[config.mk]
export PLATFORM = sky130hd
export DESIGN_NAME = stopwatch_timer_ctrl
export DESIGN_NICKNAME = d
export VERILOG_FILES = /design/src/rtl/stopwatch_timer_ctrl.sv
export SDC_FILE = /design/constraint.sdc
export NUM_CORES = 1
export LEC_CHECK = 0
export BUFFER_PORTS_ARGS = -buffer_cell sky130_fd_sc_hd__clkbuf_2
export CAP_MARGIN = 15
export CELL_PAD_IN_SITES_DETAIL_PLACEMENT = 1
export CELL_PAD_IN_SITES_GLOBAL_PLACEMENT = 2
export CORE_UTILIZATION = 31
export DETAILED_ROUTE_END_ITERATION = 8
export PLACE_DENSITY_LB_ADDON = 0.1
export RECOVER_POWER = 25
export SYNTH_ARGS = -nofsm -noshare
export SYNTH_HDL_FRONTEND = slang
export SYNTH_SLANG_ARGS = --single-unit
[constraint.sdc]
create_clock -name clk -period 1.8 [get_ports clk]
set_input_delay 0.09 -clock clk [delete_from_list [all_inputs] [get_ports clk]]
set_output_delay 0.09 -clock clk [all_outputs]
set_load 0.05 [all_outputs]
[src/rtl/stopwatch_timer_ctrl.sv]
// Stopwatch / countdown-timer controller driven by debounced one-cycle button pulses.
// Stopwatch mode counts up and records laps; timer mode counts down from load_val.
module stopwatch_timer_ctrl #(
    parameter int unsigned CNT_W     = 16,
    parameter int unsigned LAP_DEPTH = 4,
    parameter int unsigned TICK_DIV  = 100,
    localparam int unsigned IDX_W    = (LAP_DEPTH > 1) ? $clog2(LAP_DEPTH) : 1,
    localparam int unsigned LC_W     = $clog2(LAP_DEPTH + 1)
) (
    input  logic             clk,
    input  logic             rst,
    input  logic             pb_ss,
    input  logic             pb_lap,
    input  logic             pb_mode,
    input  logic [CNT_W-1:0] load_val,
    input  logic [IDX_W-1:0] lap_rd_idx,
    output logic [CNT_W-1:0] count,
    output logic             mode,
    output logic [2:0]       state,
    output logic             running,
    output logic [LC_W-1:0]  lap_count,
    output logic             lap_full,
    output logic [CNT_W-1:0] lap_rd_data,
    output logic             timer_done,
    output logic             overflow
);

    localparam int unsigned PS_W = (TICK_DIV > 1) ? $clog2(TICK_DIV) : 1;

    localparam logic [CNT_W-1:0] CntMax    = '1;
    localparam logic [CNT_W-1:0] CntOne    = CNT_W'(1);
    localparam logic [PS_W-1:0]  PsLast    = PS_W'(TICK_DIV - 1);
    localparam logic [LC_W-1:0]  LapDepthC = LC_W'(LAP_DEPTH);

    typedef enum logic [2:0] {
        StIdle    = 3'd0,
        StSwRun   = 3'd1,
        StSwStop  = 3'd2,
        StTmRun   = 3'd3,
        StTmPause = 3'd4,
        StTmDone  = 3'd5
    } state_e;

    state_e           state_q, state_d;
    logic [CNT_W-1:0] count_q, count_d;
    logic             mode_q, mode_d;
    logic [PS_W-1:0]  ps_q, ps_d;
    logic [LC_W-1:0]  lap_count_q, lap_count_d;
    logic [CNT_W-1:0] lap_q [LAP_DEPTH];
    logic [CNT_W-1:0] lap_d [LAP_DEPTH];
    logic             overflow_q, overflow_d;

    logic run_now;
    logic tick;
    logic full_now;
    logic lap_wr;
    logic lap_clr;

    assign run_now  = (state_q == StSwRun) || (state_q == StTmRun);
    assign tick     = run_now && (ps_q == PsLast);
    assign full_now = (lap_count_q == LapDepthC);

    // Mode FSM: pb_ss beats pb_lap beats pb_mode within a cycle.
    always_comb begin
        state_d    = state_q;
        count_d    = count_q;
        mode_d     = mode_q;
        overflow_d = overflow_q;
        lap_wr     = 1'b0;
        lap_clr    = 1'b0;

        unique case (state_q)
            StIdle: begin
                count_d = '0;
                if (pb_ss) begin
                    if (!mode_q) begin
                        state_d = StSwRun;
                    end else if (load_val != '0) begin
                        state_d = StTmRun;
                        count_d = load_val;
                    end
                end else if (!pb_lap && pb_mode) begin
                    mode_d = ~mode_q;
                end
            end
            StSwRun: begin
                if (tick) begin
                    if (count_q == CntMax) begin
                        overflow_d = 1'b1;
                    end else begin
                        count_d = count_q + 1'b1;
                    end
                end
                if (pb_ss) begin
                    state_d = StSwStop;
                end else if (pb_lap && !full_now) begin
                    lap_wr = 1'b1;
                end
            end
            StSwStop: begin
                if (pb_ss) begin
                    state_d = StSwRun;
                end else if (pb_lap) begin
                    state_d    = StIdle;
                    count_d    = '0;
                    overflow_d = 1'b0;
                    lap_clr    = 1'b1;
                end
            end
            StTmRun: begin
                if (tick) begin
                    count_d = count_q - 1'b1;
                end
                // Reaching zero takes precedence over a pause request.
                if (tick && (count_q == CntOne)) begin
                    state_d = StTmDone;
                end else if (pb_ss) begin
                    state_d = StTmPause;
                end
            end
            StTmPause: begin
                if (pb_ss) begin
                    state_d = StTmRun;
                end else if (pb_lap) begin
                    state_d = StIdle;
                    count_d = '0;
                end
            end
            StTmDone: begin
                count_d = '0;
                if (pb_ss || pb_lap) begin
                    state_d = StIdle;
                end
            end
            default: begin
                state_d = StIdle;
                count_d = '0;
            end
        endcase
    end

    // Prescaler only advances while staying in a running state, so every (re)start begins at 0.
    always_comb begin
        ps_d = '0;
        if (run_now && (state_d == state_q)) begin
            ps_d = tick ? '0 : ps_q + 1'b1;
        end
    end

    always_comb begin
        lap_count_d = lap_count_q;
        for (int i = 0; i < int'(LAP_DEPTH); i++) begin
            lap_d[i] = lap_q[i];
        end
        if (lap_clr) begin
            lap_count_d = '0;
            for (int i = 0; i < int'(LAP_DEPTH); i++) begin
                lap_d[i] = '0;
            end
        end else if (lap_wr) begin
            lap_count_d = lap_count_q + 1'b1;
            for (int i = 0; i < int'(LAP_DEPTH); i++) begin
                if (lap_count_q == LC_W'(i)) begin
                    lap_d[i] = count_q;
                end
            end
        end
    end

    always_comb begin
        lap_rd_data = '0;
        for (int i = 0; i < int'(LAP_DEPTH); i++) begin
            if ((lap_rd_idx == IDX_W'(i)) && (LC_W'(i) < lap_count_q)) begin
                lap_rd_data = lap_q[i];
            end
        end
    end

    always_ff @(posedge clk) begin
        if (rst) begin
            state_q     <= StIdle;
            count_q     <= '0;
            mode_q      <= 1'b0;
            ps_q        <= '0;
            lap_count_q <= '0;
            overflow_q  <= 1'b0;
            for (int i = 0; i < int'(LAP_DEPTH); i++) begin
                lap_q[i] <= '0;
            end
        end else begin
            state_q     <= state_d;
            count_q     <= count_d;
            mode_q      <= mode_d;
            ps_q        <= ps_d;
            lap_count_q <= lap_count_d;
            overflow_q  <= overflow_d;
            for (int i = 0; i < int'(LAP_DEPTH); i++) begin
                lap_q[i] <= lap_d[i];
            end
        end
    end

    assign count      = count_q;
    assign mode       = mode_q;
    assign state      = state_q;
    assign running    = run_now;
    assign lap_count  = lap_count_q;
    assign lap_full   = full_now;
    assign timer_done = (state_q == StTmDone);
    assign overflow   = overflow_q;

endmodule

==> impl_metrics.toml <==
[worst_setup_path]
r2r_end = "count[9]$_SDFFE_PP0P_"
arrival_ps = 1840
endpoint_kind = "output pin"
reg2reg_depth = 7
ff2ff_setup_slack_ps = -30
timing.rr.start = "count[1]$_SDFFE_PP0P_"
crit_type = "reg -> out"
worstPathRequired_ps = 1710
cp_max_fo = 8
setup.worst_path.start_class = "register"

[synthesis]
yosys_warnings = 0
synth_edf_count = 0
synth_area_leaders = "dfxtp_1 37%, nand2_1 7.3%, a21oi_1 5.6%, nor2_1 4.5%, nand3_1 4.5%"
synth_top_cell_by_area = "dfxtp_1"
ys_ff_latch = 95
ys_async_sr_fraction_pct = 0
synth_area_mm2 = 0.00513
syn_inst = 653
synth_top_area_share_pct = 37.1
syn_nets = 683
yosys.cell_types.count = 69
syn_avg_cell_area_um2 = 7.85
synthFlopType = "dfxtp_1"
seq_area_frac_synth_pct = 37.1

[routing]
via_count = 5544
antenna_left = 0
drc = 0
drt_first_iter_violations = 334
wl_per_cell_um = 21.0
postRouteWirelength_um = 21000
vias_per_cell = 5.52
drt_first_pass_iters = 4

[pwr]
total_power_mw = 5.20
seqPwrFrac_pct = 41.0
clkPwrFrac_pct = 43.5
pwr-share-comb_pct = 15.5
power.leakage_nw = 3.05
p_sw_mw = 1.44
p_sw_share_pct = 27.8
p_per_area_mw_per_mm2 = 643
p_int_mw = 3.75
vdd_drop_max_v = 0.000493

[clocking]
clkSinkCount = 95
clockBufferDepth = 2
cts_made_buffers = 9
clkTransAtPathRegs_ps = 70
cts-htree-levels = 3
clock_latency_ps = 350
cts_tree = "done"
clockRootBuffer = "clkbuf_16"

[run]
maxCapViolCount = 0

[sta]
hold_viol = 0
worst_slack_ps = -130
finalSetupViolations = 23
tns_ps = -1790
fmax_ghz = 0.518
drv_slew = 0
hold_slack_ps = 51.9
rsz0062_at_grt = "yes"
skew_ps = 5.24
post-route-period-util_pct = 107
worstMarginPinSlew_ps = 632
slew_headroom_pct = 58.0
post-route-min-period_ps = 1930

[hold_path]
whs_path_depth = 3
hold_end = "count[12]$_SDFFE_PP0P_"
worstHoldStart = "load_val[12]"
hold_path.class = "in -> reg"

[global_routing]
grt_pass1_wl_um = 30300
grt_pass1_vias = 5556
grt_start_max_net_pins = 69
grt_overflow_total = 0
track_usage_pct = 23.5
antenna_found_initial = 0

[placed_design]
gp_congestion = 0.843
io_buffers = 65
place_hpwl_um = 13400

[floorplan]
chipWidth_um = 131
io_pins = 66
num_rows = 46
start_util_pct = 32.0
die_h_um = 131
dieArea_mm2 = 0.0171
coreArea_mm2 = 0.0160

[finish]
nets = 813
fin_util_pct = 50.5
fillCellCount = 1866
drive_gt1_share_pct = 43.5
diodes = 0
area_delta_synth_final_pct = 57.5

[outcome]
violations = "negative setup slack"
status = "complete, but fails checks"
critical path, stage by stage (launching register included):
cell and delay, ps:
dfxtp_4 370, clkinvlp_4 100, a211oi_4 290, buf_6 210, a22oi_1 120, a31oi_2 230, buf_12 170
synthesized netlist by cell type (2+ instances only):
library cell / instances
nand2_1: 100
o211a_4: 2
o2bb2ai_1: 8
nor3b_2: 2
and3_1: 4
xor2_1: 8
nor3b_1: 3
a221oi_1: 2
a31oi_1: 18
and2_1: 2
buf_1: 2
and4b_1: 3
nor2_1: 62
or4_1: 4
and4_1: 3
xnor2_1: 7
nand2b_1: 9
a22o_1: 2
buf_6: 2
a211oi_1: 7
or3_1: 5
a21boi_0: 3
o21ai_0: 9
nand3b_1: 3
nand4_1: 7
mux2i_1: 21
buf_4: 4
nand3_4: 2
nor4_1: 11
inv_1: 9
o21ai_1: 8
nor2b_1: 2
ha_1: 7
buf_2: 16
dfxtp_1: 95
nor3_1: 13
clkbuf_1: 34
nand3_1: 46
a21oi_1: 57
a22oi_1: 21
o211ai_1: 2
worst max-delay path by stage:
stage                              start                      to  depth (start not counted)
2_1_floorplan      count[5]$_SDFFE_PP0P_   count[9]$_SDFFE_PP0P_                          8
3_3_place_gp       count[9]$_SDFFE_PP0P_  count[12]$_SDFFE_PP0P_                          6
3_5_place_dp       count[9]$_SDFFE_PP0P_  count[12]$_SDFFE_PP0P_                          6
4_1_cts        lap_count[0]$_SDFFE_PP0P_          lap_rd_data[2]                          7
5_1_grt        lap_count[0]$_SDFFE_PP0P_          lap_rd_data[4]                          6
6_report       lap_count[0]$_SDFFE_PP0P_          lap_rd_data[0]                          6
cell families after synthesis:
group / Yosys count / synth area share (%)
flip-flops: 95 / 37.1
buffers and inverters: 67 / 5.88
XOR/XNOR: 15 / 2.56
multiplexers: 21 / 4.10
AND/OR/NAND/NOR: 291 / 28.2
adder cells (fa/ha/maj): 7 / 1.71
AO/OA/AOI/OAI: 157 / 20.5
cell type report:
cell class	count	area (um^2)	share of cell area, %
inverters	9	37.5	0.465
clock inverters	6	97.6	1.21
clock buffers	10	250	3.10
well taps	216	270	3.35
repair buffers	175	1670	20.6
multi-input cells	493	3790	46.9
flip-flops and latches	95	1970	24.3
metrics by stage:
step	setup WS [ps]	instances	cell area [um^2]
after global routing	-196	1004	8080
after detailed placement	-103	957	6750
final	-130	1004	8080
after floorplan	-173	653	5450
after global placement	-37.5	957	6750
after CTS	-187	988	7410
layer usage:
layer / share of wire (%) / wire length [um] / vias up / GRT usage (%)
li1: - / - / 2615 / -
met1: 43 / 9060 / 2772 / 28.8
met2: 52 / 11000 / 118 / 41.7
met3: 2.7 / 562 / 39 / 2.85
met4: 2.2 / 464 / 0 / 9.20
met5: 0 / 0 / - / 0
flip-flops by register name, indices dropped and copies added (netlist names):
signal and flops:
ps_q 7, lap_q 64, count 16, state 3
lap_count 3, overflow 1, mode 1
cells in the final DEF (no fill, tap or decap), types with 6 or more instances in the layout:
| cell type | instances |
|---|---|
| buf_6 | 9 |
| clkbuf_16 | 15 |
| nand2_2 | 17 |
| a22oi_2 | 18 |
| nor4_1 | 7 |
| nand2b_1 | 8 |
| o2bb2ai_2 | 7 |
| o21ai_0 | 7 |
| inv_1 | 7 |
| clkbuf_2 | 37 |
| nand4_1 | 7 |
| dfxtp_2 | 7 |
| clkbuf_1 | 12 |
| xor2_1 | 8 |
| a21oi_1 | 43 |
| xnor2_1 | 7 |
| a211oi_1 | 6 |
| nor2_1 | 61 |
| mux2i_1 | 21 |
| nand3_1 | 43 |
| nor3_1 | 9 |
| buf_12 | 29 |
| a21oi_2 | 14 |
| nand2_4 | 7 |
| buf_4 | 82 |
| dfxtp_4 | 15 |
| nand2_1 | 74 |
| a31oi_4 | 12 |
| dfxtp_1 | 73 |
power groups by stage:
stage	logic (mW)	clock network, mW	registers (mW)
after CTS	0.699	2.31	2.13
after global routing	0.851	2.40	2.13
final	0.807	2.26	2.13
after floorplan	0.326	0	2.23
after global placement	0.627	0	2.18
after detailed placement	0.633	0	2.18
repair_timing:
action | 4_1_cts | 5_1_grt
endpoints found under the setup margin | 67 | 87
gates cloned | 2 | 6
pin swaps | 19 | 62
buffers inserted | 13 | 12
hold buffers | 0 | 0
gates resized for setup | 34 | 121
Note: power is estimated with default switching activity, not from simulation.
